===== src/rtl/mem_arbiter.sv =====
// Two-requester (fetch / LSU) arbiter onto a single req/gnt/rvalid memory port.
// One transaction in flight; round-robin on ties; response timeout yields a bus error.
`ifndef RISCV_ADDR_WIDTH
`define RISCV_ADDR_WIDTH 32
`endif

module mem_arbiter #(
    parameter int DATA_WIDTH = 32,
    parameter int TIMEOUT    = 16
) (
    input  logic                           clk,
    input  logic                           rst,
    input  logic                           instr_req_i,
    input  logic [`RISCV_ADDR_WIDTH-1:0]   instr_addr_i,
    output logic                           instr_gnt_o,
    output logic                           instr_rvalid_o,
    output logic [DATA_WIDTH-1:0]          instr_rdata_o,
    output logic                           instr_err_o,
    input  logic                           data_req_i,
    input  logic                           data_we_i,
    input  logic [DATA_WIDTH/8-1:0]        data_be_i,
    input  logic [`RISCV_ADDR_WIDTH-1:0]   data_addr_i,
    input  logic [DATA_WIDTH-1:0]          data_wdata_i,
    output logic                           data_gnt_o,
    output logic                           data_rvalid_o,
    output logic [DATA_WIDTH-1:0]          data_rdata_o,
    output logic                           data_err_o,
    output logic                           mem_req_o,
    output logic                           mem_we_o,
    output logic [DATA_WIDTH/8-1:0]        mem_be_o,
    output logic [`RISCV_ADDR_WIDTH-1:0]   mem_addr_o,
    output logic [DATA_WIDTH-1:0]          mem_wdata_o,
    input  logic                           mem_gnt_i,
    input  logic                           mem_rvalid_i,
    input  logic [DATA_WIDTH-1:0]          mem_rdata_i,
    input  logic                           mem_err_i,
    output logic                           busy_o
);
    localparam int TW = (TIMEOUT > 0) ? $clog2(TIMEOUT + 1) : 1;

    typedef enum logic [1:0] {IDLE, WAIT_INSTR, WAIT_DATA} state_t;

    state_t          state, state_nxt;
    logic            last_data, last_data_nxt;
    logic            lock, lock_sel;
    logic [TW-1:0]   timer, timer_nxt;
    logic            sel_data, sel_req, gnt_fire, timeout_hit, rsp_fire;
    logic [DATA_WIDTH-1:0] rsp_rdata;
    logic            rsp_err;

    // A stalled request keeps its owner so the bus fields cannot change before grant.
    always_comb begin
        if (lock)
            sel_data = lock_sel;
        else if (instr_req_i && data_req_i)
            sel_data = !last_data;
        else
            sel_data = data_req_i;
        sel_req = sel_data ? data_req_i : instr_req_i;
    end

    assign mem_req_o   = (state == IDLE) && sel_req;
    assign gnt_fire    = mem_req_o && mem_gnt_i;
    assign instr_gnt_o = gnt_fire && !sel_data;
    assign data_gnt_o  = gnt_fire && sel_data;
    assign busy_o      = (state != IDLE);

    always_comb begin
        mem_we_o    = 1'b0;
        mem_be_o    = '0;
        mem_addr_o  = '0;
        mem_wdata_o = '0;
        if (mem_req_o) begin
            if (sel_data) begin
                mem_we_o    = data_we_i;
                mem_be_o    = data_be_i;
                mem_addr_o  = data_addr_i;
                mem_wdata_o = data_wdata_i;
            end else begin
                mem_be_o    = '1;
                mem_addr_o  = instr_addr_i;
            end
        end
    end

    // A real response arriving in the timeout cycle takes precedence.
    assign timeout_hit = (TIMEOUT > 0) && (timer == TW'(TIMEOUT - 1)) && !mem_rvalid_i;
    assign rsp_fire    = (state != IDLE) && (mem_rvalid_i || timeout_hit);
    assign rsp_rdata   = mem_rvalid_i ? mem_rdata_i : '0;
    assign rsp_err     = mem_rvalid_i ? mem_err_i : 1'b1;

    assign instr_rvalid_o = rsp_fire && (state == WAIT_INSTR);
    assign data_rvalid_o  = rsp_fire && (state == WAIT_DATA);
    assign instr_rdata_o  = instr_rvalid_o ? rsp_rdata : '0;
    assign data_rdata_o   = data_rvalid_o ? rsp_rdata : '0;
    assign instr_err_o    = instr_rvalid_o && rsp_err;
    assign data_err_o     = data_rvalid_o && rsp_err;

    always_comb begin
        state_nxt     = state;
        last_data_nxt = last_data;
        timer_nxt     = timer;
        case (state)
            IDLE: begin
                if (gnt_fire) begin
                    state_nxt     = sel_data ? WAIT_DATA : WAIT_INSTR;
                    last_data_nxt = sel_data;
                    timer_nxt     = '0;
                end
            end
            WAIT_INSTR, WAIT_DATA: begin
                if (rsp_fire) begin
                    state_nxt = IDLE;
                    timer_nxt = '0;
                end else begin
                    timer_nxt = timer + TW'(1);
                end
            end
            default: state_nxt = IDLE;
        endcase
    end

    always_ff @(posedge clk or posedge rst) begin
        if (rst) begin
            state     <= IDLE;
            last_data <= 1'b1;
            timer     <= '0;
            lock      <= 1'b0;
            lock_sel  <= 1'b0;
        end else begin
            state     <= state_nxt;
            last_data <= last_data_nxt;
            timer     <= timer_nxt;
            lock      <= mem_req_o && !mem_gnt_i;
            lock_sel  <= sel_data;
        end
    end
endmodule


===== config.mk =====
export PLATFORM = sky130hd
export DESIGN_NAME = mem_arbiter
export DESIGN_NICKNAME = d
export VERILOG_FILES = /design/src/rtl/mem_arbiter.sv
export SDC_FILE = /design/constraint.sdc
export NUM_CORES = 1
export LEC_CHECK = 0
export BUFFER_PORTS_ARGS = -buffer_cell sky130_fd_sc_hd__buf_2
export CORE_AREA = 4 4 107 109
export CTS_CLUSTER_DIAMETER = 120
export DETAILED_ROUTE_END_ITERATION = 10
export DIE_AREA = 0 0 111 113
export PLACE_DENSITY = 0.65
export SYNTH_ARGS = -nofsm -noshare
export SYNTH_HDL_FRONTEND = slang
export SYNTH_SLANG_ARGS = --single-unit
export TNS_END_PERCENT = 5

===== constraint.sdc =====
create_clock -name clk -period 2.29 [get_ports clk]
set_clock_uncertainty 0.2 [all_clocks]
set_input_delay 0.687 -clock clk [delete_from_list [all_inputs] [get_ports clk]]
set_output_delay 0.687 -clock clk [all_outputs]
set_load 0.01 [all_outputs]

After elaboration in Yosys (flattened, before gate mapping)
Index checks and enable logic that the tools add are counted.
{"block": "totals", "wordCells": 57, "reg_bits": 10, "out_inout_bits": 141, "in_bits": 140}
{"block": "op_classes", "muxes": 22, "n_reduce_logical": 24, "n_addsub": 1, "eq_ne": 5}
{"op": "32-bit 2-to-1 mux", "n": 7}
{"op": "1-bit logical AND", "n": 12}
{"op": "5-bit 2-to-1 mux", "n": 2}
{"op": "5-bit one-hot mux with 2 select lines", "n": 1}
{"op": "4-bit 2-to-1 mux", "n": 2}
{"op": "1-bit 2-to-1 mux", "n": 6}
{"op": "2-bit 2-to-1 mux", "n": 3}
{"op": "2-bit AND reduction", "n": 3}
{"op": "5-bit by 1-bit adder with 5-bit output, second input constant", "n": 1}
{"op": "5-bit by 4-bit equality test with 1-bit output, second input constant", "n": 1}
{"op": "1-bit zero test", "n": 4}
{"op": "2-bit inequality test, second input constant", "n": 2}
{"op": "2-bit one-hot mux with 2 select lines", "n": 1}
{"op": "2-bit nonzero test", "n": 2}
{"op": "2-bit by 1-bit equality test with 1-bit output, second input constant", "n": 1}
{"op": "2-bit equality test, second input constant", "n": 1}
{"op": "2-bit zero test", "n": 1}
{"op": "2-bit OR reduction", "n": 1}
{"op": "1-bit logical OR", "n": 1}

Depth between registers and ports, before layout
Gate-level depths: netlist of run 1.
{"block": "depth", "ltp_word": 8, "depth_mapped": 8, "depth_no_buf": 7}

Least setup slack after synthesis of run 1
OpenSTA, ideal clock, no wires.
{"block": "synth_timing", "kind": "input-to-output", "start": "in instr_req_i", "end": "out mem_addr_o[12]", "path_buffers": 2, "t_arrival_ns": 1.743, "required_time_ns": 1.403, "slack_ns": -0.340, "stages": 6, "cell_sequence": "and2_1 o21a_1 buf_2 buf_1 nand2_1 a21oi_1"}
{"block": "synth_via", "elab_chain_cells": 6}
{"element": "start: declaration", "line": "13", "text": "input logic instr_req_i,"}
{"element": "1-bit logical AND", "line": "55", "text": "else if (instr_req_i && data_req_i)"}
{"element": "1-bit 2-to-1 mux", "line": "55"}
{"element": "1-bit 2-to-1 mux", "line": "53", "text": "if (lock)"}
{"element": "1-bit 2-to-1 mux", "line": "59", "text": "sel_req = sel_data ? data_req_i : instr_req_i;"}
{"element": "1-bit logical AND", "line": "62", "text": "assign mem_req_o = (state == IDLE) && sel_req;"}
{"element": "32-bit 2-to-1 mux *", "line": "73", "text": "if (mem_req_o) begin"}
{"element": "end: declaration", "line": "31", "text": "output logic [`RISCV_ADDR_WIDTH-1:0] mem_addr_o,"}
Mark *: on every way between the ends. The rest lies on a longest branch, timed or not.

Worst setup path after layout of run 1
{"block": "layout_timing", "start": "in instr_req_i", "end": "out mem_addr_o[31]"}
Same word-level chain as after synthesis.

==> impl_metrics.csv, run 1 <==
group,metric,value,unit
sta,rsz0062_at_grt,"yes",
setup_path,cp_data_arrival_time,1820,ps
sta,worst_pin_slew,412,ps
global_routing,grt_remaining_overflow,0,
sta,slew_viol_final,0,
run_status,violations,"negative setup slack",
global_routing,grt_pass1_vias,2972,
die,die_h,113,um
clocking,cts_sinks,10,
worst_hold_path,hp-class,"in -> async",
global_routing,grt_pass1_wl,13800,um
place,io_buffers,280,
clocking,insertion_delay,240,ps
setup_path,critPathMaxStageDelay,360,ps
cells_and_area,nets,769,
power_and_ir_drop,design_power_total,2.80,mW
detailed_routing,drt-vias-per-instance,4.23,
clocking,numCtsBuffers,3,
setup_path,crit_type,"in -> out",
power_and_ir_drop,p_per_area,662,mW/mm2
clocking,max-clock-path-buffers,2,
run_status,outcome,"finished, violations left",
run,max-cap-violations,0,
logic_synthesis,syn_nets,474,
cells_and_area,design_area,0.00423,mm2
logic_synthesis,ys_ff_latch,10,
detailed_routing,drt_iter0_markers,126,
clocking,cts.clk_slew.worst_paths,50,ps
logic_synthesis,synth_edf_count,0,
cells_and_area,syn_to_final_growth,140,%
logic_synthesis,netlist_area,0.00176,mm2
sta,finalWorstSetupSlack,-419,ps
global_routing,antenna_found_initial,0,
power_and_ir_drop,leakagePower,2.38,nW
setup_path,critPathSlowestCell,"or3b_4",
cells_and_area,nFillCells,1152,
place,dpl_cell_area,0.00365,mm2
die,boundaryPins,281,
die,die_w,111,um
clocking,cts_tree,"yes",
setup_path,cp.required,1400,ps
place,pre_cts_ws,-446,ps
sta,finalHoldViolations,0,
cells_and_area,antennaDiodeCount,0,
die,die-area,0.0125,mm2
sta,max_freq,0.369,GHz
clocking,clockRootBuffer,"clkbuf_8",
setup_path,path_max_fanout,24,
logic_synthesis,yosysUniqueCellTypes,32,
detailed_routing,ant_nets,0,
logic_synthesis,yosysWarningCount,0,
logic_synthesis,synth_area_per_cell,5.35,um2
sta,finalCritPeriodShare,1.18,
clocking,htree_levels,1,
global_routing,grt_max_degree,40,
detailed_routing,routed_wl,9670,um
setup_path,crit_path_start_kind,"primary input",
die,start_util,0.166,
power_and_ir_drop,ir_drop,0.000446,V
detailed_routing,remaining_drc_errors,0,
setup_path,cp_cell_sequence,"buf_6 -> or3b_4 -> o211ai_1 -> buf_12 -> a21oi_1 -> buf_2",
sta,relSlewSlack,0.724,
logic_synthesis,syn_inst,329,
place,dp_hpwl,7760,um
detailed_routing,dr.pass1.iters,6,
detailed_routing,wl_per_cell,12.7,um
cells_and_area,drive_gt1_frac,0.644,
place,gp_congestion,0.811,
sta,finalSetupViolCount,140,
die,rows,38,
sta,finalCriticalPeriod,2710,ps
clocking,postCtsSetupRepairBufs,0,
logic_synthesis,async_flop_share,1.00,
global_routing,globalRouteTotalUtil,0.130,
detailed_routing,route.vias.total,3228,
setup_path,endpoint_kind,"output pin",
logic_synthesis,synth.yosys.seq_area_share,0.143,
die,core,0.0106,mm2
logic_synthesis,synthFlopType,"dfrtp_1",
-- cell usage in the layout, fill, tap and decap left out, drive strengths merged --
cell type	synthesis	final
buf	6	313
nand2	101	101
nor2	82	82
and2	35	35
a21oi	32	32
inv	10	10
dfrtp	9	9
clkbuf	19	6
ha	5	5
mux2	3	3
and3	3	3
nor2b	2	2
a22o	2	2
nand3	2	2
o211ai	2	2
o32ai	2	2
a21boi	2	2
o21ai	2	2
o21bai	1	1
or3b	1	1
o211a	1	1
or2	1	1
o22ai	1	1
nor3b	1	1
nor3	1	1
nand2b	1	1
o21a	1	1
dfstp	1	1
-- cells in the mapped netlist (2+ instances only) --
cell | n | share of area
o21ai_0 | 2 | 0.0057
inv_1 | 9 | 0.019
dfrtp_1 | 9 | 0.13
nand2_1 | 101 | 0.22
nor2_1 | 82 | 0.17
buf_2 | 4 | 0.011
nor2b_1 | 2 | 0.0071
o211ai_1 | 2 | 0.0085
and3_1 | 3 | 0.011
clkbuf_1 | 19 | 0.041
nand3_1 | 2 | 0.0057
and2_1 | 35 | 0.12
a21oi_1 | 32 | 0.091
o32ai_1 | 2 | 0.010
ha_1 | 5 | 0.036
a22o_1 | 2 | 0.010
mux2_4 | 3 | 0.026
-- per-stage QoR --
| stage | std cells | TNS (ps) | utilization | hold WS [ps] |
|---|---|---|---|---|
| 3_3_place_gp | 756 | -43000 | 0.345 | 305 |
| 4_1_cts | 760 | -54740 | 0.352 | 242 |
| 6_report | 763 | -47100 | 0.399 | 222 |
| 5_1_grt | 763 | -59530 | 0.399 | 265 |
| 2_1_floorplan | 329 | -20400 | - | 276 |
| 3_5_place_dp | 756 | -43660 | 0.345 | 299 |
-- per-layer routing --
layer	vias to the layer above	track usage	part of all wire
li1	1619	-	-
met2	184	0.249	0.52
met5	-	0	0
met3	14	0.0219	0.090
met4	0	0.0411	0.020
met1	1411	0.147	0.37
-- area by class of cell --
type | instances | area, um2 | area share
Multi-Input combinational cell | 284 | 1740 | 0.411
Inverter | 10 | 37.5 | 0.00887
Clock buffer | 4 | 45.0 | 0.0106
Tap cell | 140 | 175 | 0.0414
Sequential cell | 10 | 251 | 0.0594
Timing Repair Buffer | 315 | 1980 | 0.468
-- worst max-delay path: cells and delay by family --
family / cells / cell delay, ps
AOI/OAI and AO/OA: 2 / 270
and+or+nand+nor: 1 / 360
buffers and inverters: 3 / 490
-- registers in the layout, indices dropped and copies added, names as in the netlist --
name and flops:
lock 1, lock_sel 1, state 2, last_data 1, timer 5
-- repair_timing --
action                     CTS  global route
hold buffers                 0             0
resized for setup           10           104
setup endpoints to repair  143           140
gates cloned                 0             3
pin swaps                   10            35
-- report_power, final --
part           switching, mW  total [mW]  internal, mW  leakage [nW]
combinational           1.28        2.35          1.06          2.22
sequential            0.0318       0.265         0.233         0.131
clock                 0.0676       0.189         0.122        0.0228
-- worst paths after layout --
kind | from | to | slack [ps] | depth (start not counted)
max | instr_req_i | mem_addr_o[31] | -420 | 6
min | rst | timer[0] | 220 | 2
max reg2reg | lock | timer[1] | 170 | 6
min reg2reg | last_data | last_data | 300 | 2
max in group asynchronous | rst | last_data | 1340 | 2
min in group clk | last_data | last_data | 300 | 2
-- cell families after synthesis --
logic type / Yosys count / synth area share
buffers and inverters: 35 / 0.0817
AO/OA/AOI/OAI: 46 / 0.156
multiplexers: 3 / 0.0256
flip-flops: 10 / 0.143
AND/OR/NAND/NOR: 230 / 0.559
adder cells (fa/ha/maj): 5 / 0.0355
No activity file was read; power rests on OpenSTA's default activity.
==> run 2: changes to the inputs <==
--- a/config.mk
+++ b/config.mk
@@ -10,7 +10,7 @@
 export CTS_CLUSTER_DIAMETER = 120
 export DETAILED_ROUTE_END_ITERATION = 10
 export DIE_AREA = 0 0 111 113
-export PLACE_DENSITY = 0.65
+export PLACE_DENSITY_LB_ADDON = 0.15
 export SYNTH_ARGS = -nofsm -noshare
 export SYNTH_HDL_FRONTEND = slang
 export SYNTH_SLANG_ARGS = --single-unit
==> run 2 against run 1 <==
  * The run still ends with negative setup slack left
  * Register-to-register slack worse by 20 ps
  * Setup slack got worse by 18 ps
  * Largest cell class unchanged
  * Die area did not move
  * Critical path depth grew 3
  * Power rose by 0.45%
  * Highest routed layer unchanged
  * Worst hold slack gained 7.8 ps
  * Count of clock-buffer cells in the layout did not move
  * Largest power group unchanged
  * Wire length down 0.78%
  * First-iteration DRC count is 33% lower
  * Final cell count up 0.13%
==> impl_metrics.csv, run 2 (synthesis results as in run 1) <==
group,metric,value,unit
place,io_buffers,280,
detailed_routing,route.vias.total,3199,
cells_and_area,layout_common_cells,"buf_2 (277), nand2_1 (98), nor2_1 (50)",
clocking,insertion_delay,240,ps
cells_and_area,design_area,0.00396,mm2
worst_hold_path,hp-class,"in -> async",
clocking,cts_tree,"yes",
die,rows,38,
clocking,numCtsBuffers,3,
run_status,outcome,"finished, violations left",
cells_and_area,syn_to_final_growth,125,%
power_and_ir_drop,leakagePower,2.37,nW
die,core,0.0106,mm2
power_and_ir_drop,comb_power_share,0.826,
power_and_ir_drop,p_int,1.44,mW
setup_path,path_max_fanout,8,
die,die-area,0.0125,mm2
sta,finalWorstSetupSlack,-437,ps
global_routing,grt_remaining_overflow,0,
setup_path,endpoint_kind,"output pin",
cells_and_area,largest_register,"timer",
sta,rsz0062_at_grt,"yes",
die,die_w,111,um
global_routing,grt_max_degree,35,
cells_and_area,drive_gt1_frac,0.639,
clocking,htree_levels,1,
cells_and_area,layout_commonest_cell,"buf_2",
power_and_ir_drop,p_clk_frac,0.080,
detailed_routing,wl_per_cell,12.6,um
cells_and_area,reg.largest.list,"timer x5, state x2",
power_and_ir_drop,p_per_area,710,mW/mm2
cells_and_area,fin_util,0.374,
power_and_ir_drop,switchingPower,1.37,mW
global_routing,grt_pass1_vias,3005,
clocking,cts.clk_slew.worst_paths,50,ps
sta,finalCritPeriodShare,1.19,
sta,worst_pin_slew,416,ps
place,dpl_cell_area,0.00364,mm2
place,dp_hpwl,7650,um
sta,finalHoldViolations,0,
run_status,violations,"negative setup slack",
cells_and_area,antennaDiodeCount,0,
cells_and_area,nets,770,
power_and_ir_drop,ir_drop,0.000342,V
setup_path,crit_path_start_kind,"register",
die,start_util,0.166,
detailed_routing,ant_nets,0,
clocking,postCtsHoldBufs,0,
detailed_routing,dr.pass1.iters,4,
setup_path,crit_type,"reg -> out",
sta,slew_viol_final,0,
sta,setup-tns-final,-49920,ps
detailed_routing,drt-vias-per-instance,4.19,
clocking,max-clock-path-buffers,2,
die,die_h,113,um
place,gp_congestion,0.850,
power_and_ir_drop,seqPwrFrac,0.094,
place,pre_cts_ws,-409,ps
setup_path,cp.required,1400,ps
clocking,cts_sinks,10,
global_routing,antenna_found_initial,0,
detailed_routing,drt_iter0_markers,84,
detailed_routing,remaining_drc_errors,0,
sta,relSlewSlack,0.722,
die,boundaryPins,281,
run,max-cap-violations,0,
setup_path,cp_data_arrival_time,1840,ps
cells_and_area,largest_reg_flops,5,
sta,finalSetupViolCount,140,
global_routing,globalRouteTotalUtil,0.132,
sta,max_freq,0.367,GHz
detailed_routing,routed_wl,9600,um
clocking,clockRootBuffer,"clkbuf_8",
power_and_ir_drop,swShare,0.489,
sta,hold_ws,230,ps
global_routing,grt_pass1_wl,14300,um
sta,finalCriticalPeriod,2730,ps
==> run 2: cell type report <==
class	instances	area, um2
Timing Repair Buffer	316	1830
Tap cell	140	175
Inverter	10	37.5
Clock buffer	4	55.1
Fill cell	1157	6640
Sequential cell	10	251
Multi-Input combinational cell	284	1620
==> run 2: what timing repair did <==
| action | 4_1_cts | 5_1_grt |
|---|---|---|
| pin swaps | 21 | 8 |
| gates cloned | 0 | 4 |
| resized for setup | 14 | 40 |
| setup endpoints to repair | 143 | 140 |
| endpoints found under the hold margin | 0 | 0 |
| buffers inserted | 0 | 2 |
==> run 2: critical path, stage by stage (launching register included) <==
cell,delay (ps)
dfrtp_1,360
ha_2,190
and3_4,200
ha_4,140
nor2_4,40
nor2_4,150
nand2_4,110
clkbuf_16,180
nor2_1,100
buf_2,130
==> run 2: metal layers <==
metal | global-route usage | up-vias | routed length, um
met3 | 0.0332 | 4 | 717
met4 | 0.00739 | 0 | 32
met2 | 0.256 | 128 | 5260
met1 | 0.153 | 1446 | 3590
met5 | 0 | - | 0
li1 | - | 1621 | -
==> run 2: per-stage QoR <==
step	power, mW	std cells
3_3_place_gp	2.47	754
2_1_floorplan	1.60	329
6_report	2.81	764
3_5_place_dp	2.47	754
5_1_grt	3.08	764
4_1_cts	2.75	758
==> run 2: final timing paths <==
path                           start               to  slack (ps)  depth (start not counted)
max                         timer[0]  data_rdata_o[3]        -440                          9
min                              rst         timer[4]         230                          2
max reg2reg                     lock         timer[1]         150                          6
min reg2reg                last_data        last_data         310                          2
max in group asynchronous        rst        last_data        1340                          2
min in group clk           last_data        last_data         310                          2
==> run 2: power groups by stage <==
stage	Clock (mW)	Sequential (mW)	Combinational, mW
floorplan	0	0.261	1.33
global placement	0	0.266	2.21
detailed placement	0	0.265	2.21
CTS	0.233	0.265	2.25
global route	0.239	0.272	2.57
finish	0.224	0.265	2.32
